==> src/rtl/simd_operand_loader_if.sv <==
// ============================================================================
// Module   : simd_operand_loader_if
// Purpose  : Element stream handshake plus operand/control bundle of the loader.
// Revision : 1.0 - initial release
// ============================================================================
`default_nettype none

interface simd_operand_loader_if #(
  parameter int ELEM_W = 16,
  parameter int N_ELEM = 16
);
  localparam int c_mat_w = ELEM_W * N_ELEM;

  logic              in_valid;
  logic              in_ready;
  logic [ELEM_W-1:0] in_data;
  logic              flush;
  logic [c_mat_w-1:0] Matrix_A;
  logic [c_mat_w-1:0] Matrix_B;
  logic              enable;
  logic              done;
  logic              busy;
  logic [4:0]        elem_idx;

  modport master (
    output in_valid, in_data, flush,
    input  in_ready, Matrix_A, Matrix_B, enable, done, busy, elem_idx
  );

  modport slave (
    input  in_valid, in_data, flush,
    output in_ready, Matrix_A, Matrix_B, enable, done, busy, elem_idx
  );
endinterface

`default_nettype wire

==> src/rtl/simd_operand_loader.sv <==
// ============================================================================
// Module   : simd_operand_loader
// Purpose  : Assembles operand matrices A and B from an element stream, then
//            runs the SIMD array for a fixed number of cycles and pulses done.
// Revision : 1.0 - initial release
// ============================================================================
`default_nettype none

module simd_operand_loader #(
  parameter int ELEM_W         = 16,
  parameter int N_ELEM         = 16,
  parameter int COMPUTE_CYCLES = 4
) (
  input  logic                   CLK,
  input  logic                   reset,
  simd_operand_loader_if.slave   bus
);

  localparam int         c_mat_w    = ELEM_W * N_ELEM;
  localparam int         c_idx_w    = $clog2(N_ELEM);
  localparam logic [4:0] c_last     = 5'(N_ELEM - 1);
  localparam logic [7:0] c_cnt_last = 8'(COMPUTE_CYCLES - 1);

  typedef enum logic [1:0] {
    LOAD_A  = 2'd0,
    LOAD_B  = 2'd1,
    COMPUTE = 2'd2,
    DONE    = 2'd3
  } state_t;

  state_t            r_state;
  logic [4:0]        r_idx;
  logic [7:0]        r_cnt;
  logic              r_ready;
  logic              r_enable;
  logic              r_done;
  logic              r_busy;
  logic [ELEM_W-1:0] r_a [N_ELEM];
  logic [ELEM_W-1:0] r_b [N_ELEM];

  logic w_beat;
  logic w_wr_a;
  logic w_wr_b;

  // flush blocks acceptance in the same cycle it aborts the load
  assign bus.in_ready = r_ready & ~bus.flush;
  assign w_beat       = bus.in_valid & bus.in_ready;
  assign w_wr_a       = w_beat & (r_state == LOAD_A);
  assign w_wr_b       = w_beat & (r_state == LOAD_B);

  assign bus.enable   = r_enable;
  assign bus.done     = r_done;
  assign bus.busy     = r_busy;
  assign bus.elem_idx = r_idx;

  always_ff @(posedge CLK or negedge reset) begin
    if (!reset) begin
      r_state  <= LOAD_A;
      r_idx    <= '0;
      r_cnt    <= '0;
      r_ready  <= 1'b1;
      r_enable <= 1'b0;
      r_done   <= 1'b0;
      r_busy   <= 1'b0;
    end else begin
      case (r_state)
        LOAD_A: begin
          if (bus.flush) begin
            r_idx <= '0;
          end else if (w_beat) begin
            if (r_idx == c_last) begin
              r_idx   <= '0;
              r_state <= LOAD_B;
            end else begin
              r_idx <= r_idx + 5'd1;
            end
          end
        end
        LOAD_B: begin
          if (bus.flush) begin
            r_idx   <= '0;
            r_state <= LOAD_A;
          end else if (w_beat) begin
            if (r_idx == c_last) begin
              r_idx    <= '0;
              r_cnt    <= '0;
              r_state  <= COMPUTE;
              r_ready  <= 1'b0;
              r_enable <= 1'b1;
              r_busy   <= 1'b1;
            end else begin
              r_idx <= r_idx + 5'd1;
            end
          end
        end
        COMPUTE: begin
          if (r_cnt == c_cnt_last) begin
            r_state  <= DONE;
            r_enable <= 1'b0;
            r_done   <= 1'b1;
          end else begin
            r_cnt <= r_cnt + 8'd1;
          end
        end
        DONE: begin
          r_state <= LOAD_A;
          r_done  <= 1'b0;
          r_busy  <= 1'b0;
          r_ready <= 1'b1;
        end
        default: begin
          r_state  <= LOAD_A;
          r_idx    <= '0;
          r_ready  <= 1'b1;
          r_enable <= 1'b0;
          r_done   <= 1'b0;
          r_busy   <= 1'b0;
        end
      endcase
    end
  end

  always_ff @(posedge CLK or negedge reset) begin
    if (!reset) begin
      r_a <= '{default: '0};
      r_b <= '{default: '0};
    end else begin
      if (w_wr_a) r_a[r_idx[c_idx_w-1:0]] <= bus.in_data;
      if (w_wr_b) r_b[r_idx[c_idx_w-1:0]] <= bus.in_data;
    end
  end

  // Element 0 sits in the most significant slot of each packed matrix
  for (genvar k = 0; k < N_ELEM; k++) begin : g_pack
    assign bus.Matrix_A[c_mat_w-1-ELEM_W*k -: ELEM_W] = r_a[k];
    assign bus.Matrix_B[c_mat_w-1-ELEM_W*k -: ELEM_W] = r_b[k];
  end

endmodule

`default_nettype wire

==> src/flat_wrapper.sv <==
// flat-port wrapper written by rule: the top's interface ports become plain ports
module simd_operand_loader_flat 
#(
  parameter int ELEM_W         = 16,
  parameter int N_ELEM         = 16,
  parameter int COMPUTE_CYCLES = 4
)
  (CLK, reset, bus_in_valid, bus_in_data, bus_flush, bus_in_ready, bus_Matrix_A, bus_Matrix_B, bus_enable, bus_done, bus_busy, bus_elem_idx);
  simd_operand_loader_if #(.ELEM_W(ELEM_W), .N_ELEM(N_ELEM)) bus_i ();
  input  logic CLK;
  input  logic reset;
  input wire logic [$bits(bus_i.in_valid)-1:0] bus_in_valid;
  input wire logic [$bits(bus_i.in_data)-1:0] bus_in_data;
  input wire logic [$bits(bus_i.flush)-1:0] bus_flush;
  output wire logic [$bits(bus_i.in_ready)-1:0] bus_in_ready;
  output wire logic [$bits(bus_i.Matrix_A)-1:0] bus_Matrix_A;
  output wire logic [$bits(bus_i.Matrix_B)-1:0] bus_Matrix_B;
  output wire logic [$bits(bus_i.enable)-1:0] bus_enable;
  output wire logic [$bits(bus_i.done)-1:0] bus_done;
  output wire logic [$bits(bus_i.busy)-1:0] bus_busy;
  output wire logic [$bits(bus_i.elem_idx)-1:0] bus_elem_idx;
  assign bus_i.in_valid = bus_in_valid;
  assign bus_i.in_data = bus_in_data;
  assign bus_i.flush = bus_flush;
  assign bus_in_ready = bus_i.in_ready;
  assign bus_Matrix_A = bus_i.Matrix_A;
  assign bus_Matrix_B = bus_i.Matrix_B;
  assign bus_enable = bus_i.enable;
  assign bus_done = bus_i.done;
  assign bus_busy = bus_i.busy;
  assign bus_elem_idx = bus_i.elem_idx;
  simd_operand_loader #(.ELEM_W(ELEM_W), .N_ELEM(N_ELEM), .COMPUTE_CYCLES(COMPUTE_CYCLES)) u_core (.CLK(CLK), .reset(reset), .bus(bus_i));
endmodule
==> config.mk <==
export PLATFORM = sky130hd
export DESIGN_NAME = simd_operand_loader_flat
export DESIGN_NICKNAME = d
export VERILOG_FILES = /design/src/rtl/simd_operand_loader_if.sv /design/src/rtl/simd_operand_loader.sv /design/src/flat_wrapper.sv
export SDC_FILE = /design/constraint.sdc
export NUM_CORES = 1
export LEC_CHECK = 0
export ABC_AREA = 1
export BUFFER_PORTS_ARGS = -buffer_cell sky130_fd_sc_hd__buf_2
export CORE_MARGIN = 4
export CORE_UTILIZATION = 47
export CTS_CLUSTER_DIAMETER = 150
export DETAILED_ROUTE_END_ITERATION = 10
export PLACE_DENSITY = 0.74
export SLEW_MARGIN = 10
export SYNTH_ARGS = -nofsm -noshare
export SYNTH_HDL_FRONTEND = slang
export SYNTH_SLANG_ARGS = --single-unit
==> constraint.sdc <==
create_clock -name CLK -period 1.6 [get_ports CLK]
set_input_delay 0.32 -clock CLK [delete_from_list [all_inputs] [get_ports CLK]]
set_output_delay 0.32 -clock CLK [all_outputs]
set_load 0.01 [all_outputs]
==> flow_summary.json, run 1 <==
{
  "rsz0062_at_grt": "true",
  "routabilityCongestion": 0.897,
  "drt_first_pass_iters": 6,
  "timing.hold.worst.class": "in -> reg",
  "timing_worst_slew_pin_value_ps": 489,
  "synth.cell_area_sq_um": 19900,
  "place_ws_ps": -164,
  "cap_violations": 0,
  "routed_wl_um": 71200,
  "yosys_register_bits": 531,
  "failed_checks": "setup timing",
  "seq_area_frac_synth_pct": 66.8,
  "synthesized_area_per_cell_sq_um": 10.4,
  "floorplan.die_area_sq_um": 45700,
  "worst-path-max-fanout": 32,
  "layout_cell_share_with_drive_strength_beyond_1_pct": 39.2,
  "design.portCount": 541,
  "final_net_count": 2536,
  "outcome": "finished with violations",
  "number_of_endpoints_with_negative_hold_slack_in_the_final_report": 0,
  "core_footprint_sq_um": 41900,
  "ctsLongestPathBuffers": 3,
  "yosys_warnings": 0,
  "total_area_of_multi_input_combinational_cells_sq_um": 6850,
  "timing_max_transition_violations_final": 0,
  "clkTransAtPathRegs_ps": 70,
  "synthesis.nets": 1933,
  "via_count_of_the_first_global_routing_pass": 16300,
  "start_kind": "flip-flop",
  "routed-via-count": 17200,
  "setup.reg_to_reg.worst_slack_ps": -130,
  "end_kind": "flip-flop",
  "clk_root_buffer_cell": "sky130_fd_sc_hd__clkbuf_16",
  "final_critical_path_setup_slack_ps": -130,
  "clock_tree_from_tritoncts": "yes",
  "worstPathRequired_ps": 2050,
  "global_route.overflow_total": 0,
  "post_synth_inst_count": 1908,
  "syn_to_final_growth_pct": 37.1,
  "max_clock_freq_mhz": 578,
  "grt_start_max_net_pins": 70,
  "final.period_utilization_pct": 108,
  "worst_hold_slack_ps": 212,
  "placement_rows": 75,
  "sequential_cell_area_sq_um": 13300,
  "skew_ps": 20.2,
  "antenna_cells_inserted": 0,
  "tritoncts.num_buffers": 52,
  "timing.final.crit_period_ps": 1730,
  "vias_per_cell": 5.57,
  "power.static_leakage_nw": 14.2,
  "drtAntennaViolNets": 0,
  "grt_pass1_wl_um": 98900,
  "clock_latency_ps": 580,
  "antenna_found_initial": 0,
  "utilization_pct": 65.1,
  "cts_max_level": 2,
  "max-slew-margin-rel_pct": 67.4,
  "global_route.usage.total_pct": 28.3,
  "ys_types": 25,
  "critical_path_arrival_ps": 2180,
  "powerDensity_nw_per_um2": 1210,
  "setup_violations": 232,
  "mostFrequentLayoutCells": "sky130_fd_sc_hd__buf_2 (536), sky130_fd_sc_hd__dfrtp_1 (528), sky130_fd_sc_hd__nand2_1 (499)",
  "vdd_drop_max_mv": 1.11,
  "final_common_cell": "sky130_fd_sc_hd__buf_2",
  "port_bufs": 540,
  "post-dp-hpwl_um": 41200,
  "detail_route.drc_violations": 0,
  "die_width_um": 214,
  "avgRoutedWirePerCell_um": 23.1,
  "drtIter0Drc": 1898,
  "die_h_um": 214,
  "crit_type": "reg -> reg",
  "final.fill_count": 3248,
  "clock_sink_count": 531,
  "floorplan.initialDensity_pct": 47.5
}
-- worst paths after layout --
kind,start,endpoint,cells past startpoint
max,u_core.r_ready,u_core.bus.Matrix_B[41],6
min,bus_flush,u_core.bus.elem_idx[3],5
max reg2reg,u_core.r_ready,u_core.bus.Matrix_B[41],6
min reg2reg,u_core.bus.busy,u_core.bus.busy,2
max in group asynchronous,reset,u_core.bus.Matrix_B[248],3
min in group asynchronous,reset,u_core.bus.Matrix_A[216],2
-- sequential cells by signal, summed over array words and instances, names as in the netlist, named ones only --
register	cells
u_core.bus.Matrix_B	256
u_core.r_cnt	8
u_core.bus.enable	1
u_core.bus.done	1
u_core.bus.busy	1
u_core.bus.elem_idx	5
u_core.r_state	1
u_core.r_ready	1
u_core.bus.Matrix_A	256
-- routing by layer --
layer	part of all wire, %	wire (um)	up-vias	global-route usage, %
met5	0	0	-	0
met4	3.9	2780	0	10.6
met3	11	7540	192	7.99
met2	49	34600	1002	45.7
met1	37	26300	8530	36.8
li1	-	-	7471	-
-- power breakdown --
part	leakage [nW]	internal, mW	switching (mW)
Combinational	5.99	1.94	3.22
Sequential	7.34	14.6	0.841
Clock	0.850	7.28	5.15
-- area by class of cell --
cell class              count  share of cell area, %
flip-flops and latches    531                   48.7
multi-input cells        1214                   25.1
repair buffers            668                   16.8
clock buffers              79                   5.66
well taps                 539                   2.47
clock inverters            14                  0.656
inverters                  44                  0.624
-- timing repair --
action | CTS | global route
pin swaps | 11 | 22
gates cloned | 12 | 26
hold buffers | 1 | 0
setup endpoints to repair | 465 | 523
buffers inserted | 21 | 12
hold endpoints to repair | 235 | 0
gates resized for setup | 80 | 230
-- cell usage after synthesis, drive strengths merged --
library cell	instances	area [sq um]
a21oi	3	15.0
nor3	3	26.3
nand3	21	118
dfrtp	530	13300
dfstp	1	26.3
nand2	600	2400
nand4	4	25.0
nor2	29	121
inv	44	165
ha	5	62.6
o21ai	522	2760
buf	65	574
clkbuf	81	350
-- through the flow --
| step | area (sq um) | TNS, ps | std cells | power, mW |
|---|---|---|---|---|
| floorplan | 19900 | -33.5 | 1908 | 17.4 |
| global placement | 23500 | -16930 | 2926 | 19.9 |
| detailed placement | 23500 | -28650 | 2926 | 20.0 |
| CTS | 25900 | -5990 | 3053 | 32.7 |
| global route | 27300 | -40380 | 3089 | 34.3 |
| finish | 27300 | -8100 | 3089 | 33.1 |
-- cells by family after synthesis --
group | Yosys count | share of synthesized area, %
and+or+nand+nor | 657 | 13.5
DFF | 531 | 66.8
AOI/OAI and AO/OA | 525 | 13.9
buffers and inverters | 190 | 5.48
adders and majority gates | 5 | 0.314
-- worst max-delay path: stages (launching register included) --
cell	delay, ps
sky130_fd_sc_hd__dfstp_2	560
sky130_fd_sc_hd__nand3_4	110
sky130_fd_sc_hd__nor2_4	200
sky130_fd_sc_hd__buf_6	180
sky130_fd_sc_hd__nand2_1	100
sky130_fd_sc_hd__buf_12	170
sky130_fd_sc_hd__o21ai_0	280
(Power assumes the default switching activity.)
==> run 2: changes to the inputs <==
--- a/config.mk
+++ b/config.mk
@@ -7,7 +7,7 @@
 export LEC_CHECK = 0
 export ABC_AREA = 1
 export BUFFER_PORTS_ARGS = -buffer_cell sky130_fd_sc_hd__buf_2
-export CORE_MARGIN = 4
+export CORE_MARGIN = 2
 export CORE_UTILIZATION = 47
 export CTS_CLUSTER_DIAMETER = 150
 export DETAILED_ROUTE_END_ITERATION = 10
@@ -16,3 +16,4 @@
 export SYNTH_ARGS = -nofsm -noshare
 export SYNTH_HDL_FRONTEND = slang
 export SYNTH_SLANG_ARGS = --single-unit
+export TNS_END_PERCENT = 50
==> run 2 against run 1 <==
Compared with the run above:
- the flow still finishes with violations (setup timing)
- worst hold slack lost 24 ps
- via count grew 4.8%
- sequential cell count is the same
- first-iteration DRC count shrank 13%
- final area grew 7.8%
- non-clock buffer count grew 22
- register-to-register slack lost 60 ps
- wire length grew 8.4%
- core utilization grew 5.2 points
- critical endpoint is now u_core.bus.Matrix_A[41]
- highest routed layer unchanged
==> flow_summary.json, run 2 (same netlist as run 1, synthesis figures left out) <==
{
  "final_net_count": 2574,
  "crit_type": "reg -> reg",
  "power.static_leakage_nw": 14.9,
  "clock_sink_count": 531,
  "placed_area_sq_um": 23500,
  "post-dp-hpwl_um": 40300,
  "grt_start_max_net_pins": 90,
  "layout_cell_share_with_drive_strength_beyond_1_pct": 48.7,
  "netSwitchingFraction_pct": 28.3,
  "failed_checks": "setup timing",
  "powerDensity_nw_per_um2": 1200,
  "mostFrequentLayoutCells": "sky130_fd_sc_hd__buf_2 (537), sky130_fd_sc_hd__dfrtp_1 (529), sky130_fd_sc_hd__nand2_1 (356)",
  "vdd_drop_max_mv": 1.03,
  "drtIter0Drc": 1657,
  "design.portCount": 541,
  "antenna_found_initial": 1,
  "core_footprint_sq_um": 41900,
  "clock_latency_ps": 600,
  "grt_pass1_wl_um": 106000,
  "critical_path_arrival_ps": 2250,
  "cts_max_level": 2,
  "clockPowerShare_pct": 39.3,
  "start_kind": "flip-flop",
  "worst-path-max-fanout": 8,
  "place_ws_ps": -138,
  "number_of_endpoints_with_negative_hold_slack_in_the_final_report": 0,
  "seqPwrFrac_pct": 44.3,
  "port_bufs": 540,
  "routed_wl_um": 77200,
  "numPlacedInstances": 2922,
  "rsz0062_at_grt": "true",
  "drt_first_pass_iters": 5,
  "routabilityCongestion": 0.885,
  "timing.final.crit_period_ps": 1790,
  "internal-power_mw": 25.2,
  "syn_to_final_growth_pct": 47.8,
  "detail_route.drc_violations": 0,
  "stdcell_count": 3133,
  "clkTransAtPathRegs_ps": 70,
  "routed-via-count": 18000,
  "skew_ps": 24.5,
  "power.net_switching_mw": 9.95,
  "final_common_cell": "sky130_fd_sc_hd__buf_2",
  "drtAntennaViolNets": 0,
  "tritoncts.num_buffers": 53,
  "floorplan.die_area_sq_um": 44000,
  "max_clock_freq_mhz": 560,
  "share_of_power_burned_in_combinational_logic_pct": 16.4,
  "max-slew-margin-rel_pct": 67.2,
  "holdPathStages": 5,
  "worstPathRequired_ps": 2070,
  "final.fill_count": 2780,
  "reg2regPathDepth": 9,
  "die_h_um": 210,
  "global_route.usage.total_pct": 32.3,
  "vias_per_cell": 5.75,
  "timing_worst_slew_pin_value_ps": 492,
  "end_kind": "flip-flop",
  "final_critical_path_setup_slack_ps": -187,
  "post-layout-total-power_mw": 35.2,
  "outcome": "finished with violations",
  "ctsLongestPathBuffers": 3,
  "clk_root_buffer_cell": "sky130_fd_sc_hd__clkbuf_16",
  "global_route.overflow_total": 0,
  "final.period_utilization_pct": 112,
  "cap_violations": 0,
  "finish.instance_area_sq_um": 29400,
  "setup_violations": 464,
  "placement_rows": 75,
  "via_count_of_the_first_global_routing_pass": 17100,
  "floorplan.initialDensity_pct": 47.6,
  "timing_max_transition_violations_final": 0,
  "clock_tree_from_tritoncts": "yes",
  "die_width_um": 210,
  "avgRoutedWirePerCell_um": 24.6,
  "timing.hold.worst.class": "in -> reg"
}
-- run 2: metal layers --
metal / track usage (%) / vias up / wire length [um]
li1: - / 7636 / -
met1: 41.1 / 8964 / 28100
met2: 52.4 / 1149 / 36900
met3: 7.12 / 276 / 7890
met4: 16.6 / 0 / 4280
met5: 0 / - / 0
-- run 2: through the flow --
stage	utilization [%]	hold slack, ps	setup TNS, ps
3_5_place_dp	56.0	254	-20860
6_report	70.3	188	-43220
3_3_place_gp	56.0	258	-9550
2_1_floorplan	-	24.4	-33.5
5_1_grt	70.3	199	-84640
4_1_cts	65.8	159	-44910
-- run 2: area by class of cell --
class / instances / area, sq um / area share [%]
clock inverters: 26 / 403 / 1.37
diodes: 1 / 2.50 / 0.00851
clock buffers: 73 / 1540 / 5.25
well taps: 539 / 674 / 2.29
flip-flops and latches: 531 / 13300 / 45.2
repair buffers: 690 / 5210 / 17.7
inverters: 44 / 165 / 0.562
multi-input cells: 1229 / 8120 / 27.6
-- run 2: power by group through the flow --
stage / combinational [mW] / sequential [mW] / clock (mW)
floorplan: 1.36 / 16.1 / 0
global placement: 4.36 / 15.5 / 0
detailed placement: 4.48 / 15.6 / 0
CTS: 5.07 / 15.4 / 13.8
global route: 6.15 / 15.7 / 14.4
finish: 5.77 / 15.6 / 13.8
-- run 2: path summary, 6_finish.rpt --
kind	end	startpoint	slack (ps)
max in group asynchronous	u_core.bus.Matrix_B[44]	reset	520
setup / recovery	u_core.bus.Matrix_A[41]	u_core.r_ready	-190
min in group asynchronous	u_core.bus.Matrix_B[224]	reset	230
hold reg to reg	u_core.bus.Matrix_A[246]	u_core.bus.Matrix_A[246]	480
setup reg to reg	u_core.bus.Matrix_A[41]	u_core.r_ready	-190
hold / removal	u_core.bus.elem_idx[3]	bus_flush	190
-- run 2: critical path: stages, from the launching register on --
cell and delay (ps):
sky130_fd_sc_hd__dfstp_2 570, sky130_fd_sc_hd__nand3_4 100, sky130_fd_sc_hd__nor3_4 150, sky130_fd_sc_hd__buf_12 150, sky130_fd_sc_hd__buf_12 120, sky130_fd_sc_hd__buf_12 130, sky130_fd_sc_hd__buf_12 150, sky130_fd_sc_hd__nand2_8 100
sky130_fd_sc_hd__nand2_2 100, sky130_fd_sc_hd__o21ai_1 70
-- run 2: what timing repair did --
action                                  CTS  global route
pin swaps                                56            88
gates cloned                             42            26
hold buffers                              1             0
endpoints found under the setup margin  471           528
buffers inserted                         31            15
resized for setup                       336           433
endpoints found under the hold margin   141             0
==> run 3: changes to the inputs <==
==> constraint.sdc (replaced) <==
create_clock -name CLK -period 1.6 [get_ports CLK]
set_input_delay 0 -clock CLK [delete_from_list [all_inputs] [get_ports CLK]]
set_output_delay 0 -clock CLK [all_outputs]
set_load 0.01 [all_outputs]
==> run 3 against run 2 <==
Compared with the run above:
- the flow still finishes with violations (setup timing)
- global-route usage fell by 3.7 points
- fmax fell by 1.6%
- first-iteration DRC count up 4.3%
- critical path depth is 2 lower
- clock power down 4%
- combinational power decreased by 10%
- worst hold slack got worse by 100 ps
- critical endpoint is now u_core.bus.Matrix_A[52]
- largest power group unchanged
- highest routed layer unchanged
==> flow_summary.json, run 3 (same netlist as run 1, synthesis figures left out) <==
{
  "outcome": "finished with violations",
  "failed_checks": "setup timing",
  "final_critical_path_setup_slack_ps": -216,
  "setup.worst_path.start": "u_core.r_ready",
  "skew_ps": 19.9,
  "final.fill_count": 3130,
  "cap_violations": 0,
  "placed_area_sq_um": 23400,
  "drtAntennaViolNets": 0,
  "antenna_cells_inserted": 0,
  "timing_worst_slew_pin_value_ps": 569,
  "grt_start_max_net_pins": 84,
  "ctsLongestPathBuffers": 3,
  "clk_root_buffer_cell": "sky130_fd_sc_hd__clkbuf_16",
  "vdd_drop_max_mv": 0.779,
  "die_h_um": 210,
  "cts_max_level": 2,
  "power.static_leakage_nw": 14.3,
  "tritoncts.num_buffers": 53,
  "end_kind": "flip-flop",
  "rsz0062_at_grt": "true",
  "routed-via-count": 17400,
  "worstPathRequired_ps": 2100,
  "routed_wl_um": 71700,
  "start_kind": "flip-flop",
  "max_clock_freq_mhz": 551,
  "powerDensity_nw_per_um2": 1240,
  "avgRoutedWirePerCell_um": 23.1,
  "die_width_um": 210,
  "global_route.usage.total_pct": 28.6,
  "worst-path-max-fanout": 8,
  "max-slew-margin-rel_pct": 62.1,
  "placement_rows": 75,
  "timing.hold.worst.class": "in -> reg",
  "clkTransAtPathRegs_ps": 70,
  "final_common_cell": "sky130_fd_sc_hd__buf_2",
  "syn_to_final_growth_pct": 37.6,
  "number_of_endpoints_with_negative_hold_slack_in_the_final_report": 0,
  "drt_first_pass_iters": 5,
  "grt_pass1_wl_um": 95800,
  "post-layout-total-power_mw": 33.9,
  "final_net_count": 2544,
  "timing.final.crit_period_ps": 1820,
  "post-dp-hpwl_um": 40600,
  "r2r_start": "u_core.r_ready",
  "hp-start": "bus_in_data[4]",
  "floorplan.initialDensity_pct": 47.6,
  "antenna_found_initial": 1,
  "final.period_utilization_pct": 113,
  "detail_route.drc_violations": 0,
  "timing_max_transition_violations_final": 0,
  "clock_latency_ps": 600,
  "port_bufs": 540,
  "design.portCount": 541,
  "core_footprint_sq_um": 41900,
  "clock_tree_from_tritoncts": "yes",
  "finish.instance_area_sq_um": 27400,
  "clock_sink_count": 531,
  "layout_cell_share_with_drive_strength_beyond_1_pct": 39.0,
  "mostFrequentLayoutCells": "sky130_fd_sc_hd__buf_2 (539), sky130_fd_sc_hd__dfrtp_1 (530), sky130_fd_sc_hd__nand2_1 (474)",
  "via_count_of_the_first_global_routing_pass": 16000,
  "routabilityCongestion": 0.831,
  "vias_per_cell": 5.61,
  "crit_type": "reg -> reg",
  "global_route.overflow_total": 0,
  "drtIter0Drc": 1728,
  "floorplan.die_area_sq_um": 44000,
  "critical_path_arrival_ps": 2310,
  "setup_violations": 397
}
==> run 3: cell count changes in the layout (fill, tap and decap cells not counted), moves of 7 or more <==
cell / delta
sky130_fd_sc_hd__nand2_2: -47
sky130_fd_sc_hd__nand2_8: -22
sky130_fd_sc_hd__o21ai_2: -94
sky130_fd_sc_hd__buf_12: -12
sky130_fd_sc_hd__nand2_1: +118
sky130_fd_sc_hd__dlygate4sd3_1: +20
sky130_fd_sc_hd__o21ai_0: +90
sky130_fd_sc_hd__buf_6: -7
sky130_fd_sc_hd__buf_16: -15
sky130_fd_sc_hd__nand2_4: -67
==> run 3: worst max-delay path, cell delays in order, from the launching register on <==
cell and delay, ps:
sky130_fd_sc_hd__dfstp_2 550, sky130_fd_sc_hd__nand3_4 100, sky130_fd_sc_hd__nor3_4 200, sky130_fd_sc_hd__buf_6 160, sky130_fd_sc_hd__buf_12 140, sky130_fd_sc_hd__buf_16 160, sky130_fd_sc_hd__nand2_4 120, sky130_fd_sc_hd__o21ai_0 260
==> run 3: path summary, 6_finish.rpt <==
kind / cells past startpoint / endpoint / slack, ps
max reg2reg: 7 / u_core.bus.Matrix_A[52] / -220
min: 4 / u_core.bus.Matrix_B[228] / 80
min reg2reg: 2 / u_core.bus.busy / 470
min in group asynchronous: 3 / u_core.bus.Matrix_A[218] / 120
max: 7 / u_core.bus.Matrix_A[52] / -220
max in group asynchronous: 3 / u_core.bus.Matrix_A[15] / 970
==> run 3: power breakdown <==
group	switching [mW]	total, mW	internal [mW]	leakage [nW]
registers	0.802	15.4	14.6	7.35
clock network	5.39	13.2	7.85	0.931
logic	3.28	5.18	1.91	6.06
total	9.47	33.9	24.4	14.3
==> run 3: stage by stage <==
step           hold WS, ps  cells  setup TNS [ps]  util, %  setup slack, ps
2_1_floorplan         -296   1908           -33.5        -            -6.85
3_3_place_gp         -69.0   2920          -13110     56.0             -120
3_5_place_dp         -74.8   2920          -28100     56.0             -181
4_1_cts               38.3   3044           -8310     61.3            -92.5
5_1_grt               70.7   3102          -69520     65.5             -277
6_report              84.3   3102          -32070     65.5             -216
==> run 3: cell type report <==
cell class	instances	area (sq um)	area share (%)
clock buffers	79	1630	5.94
clock inverters	20	245	0.895
inverters	44	165	0.603
multi-input cells	1211	6670	24.4
flip-flops and latches	531	13300	48.5
well taps	539	674	2.46
repair buffers	678	4720	17.2
==> run 3: repair_timing <==
item                       in CTS  in global routing
hold buffers                   22                  0
hold endpoints to repair      921                  0
resized for setup              33                290
cloned                          0                 38
pin swaps                       2                 39
setup buffers                   3                 20
setup endpoints to repair     457                520
==> run 3: per-layer routing <==
| metal | up-vias | wire length, um | GRT usage [%] |
|---|---|---|---|
| li1 | 7496 | - | - |
| met1 | 8601 | 26800 | 37.0 |
| met2 | 1058 | 34200 | 46.0 |
| met3 | 234 | 7240 | 7.59 |
| met4 | 0 | 3490 | 12.1 |
| met5 | - | 0 | 0 |
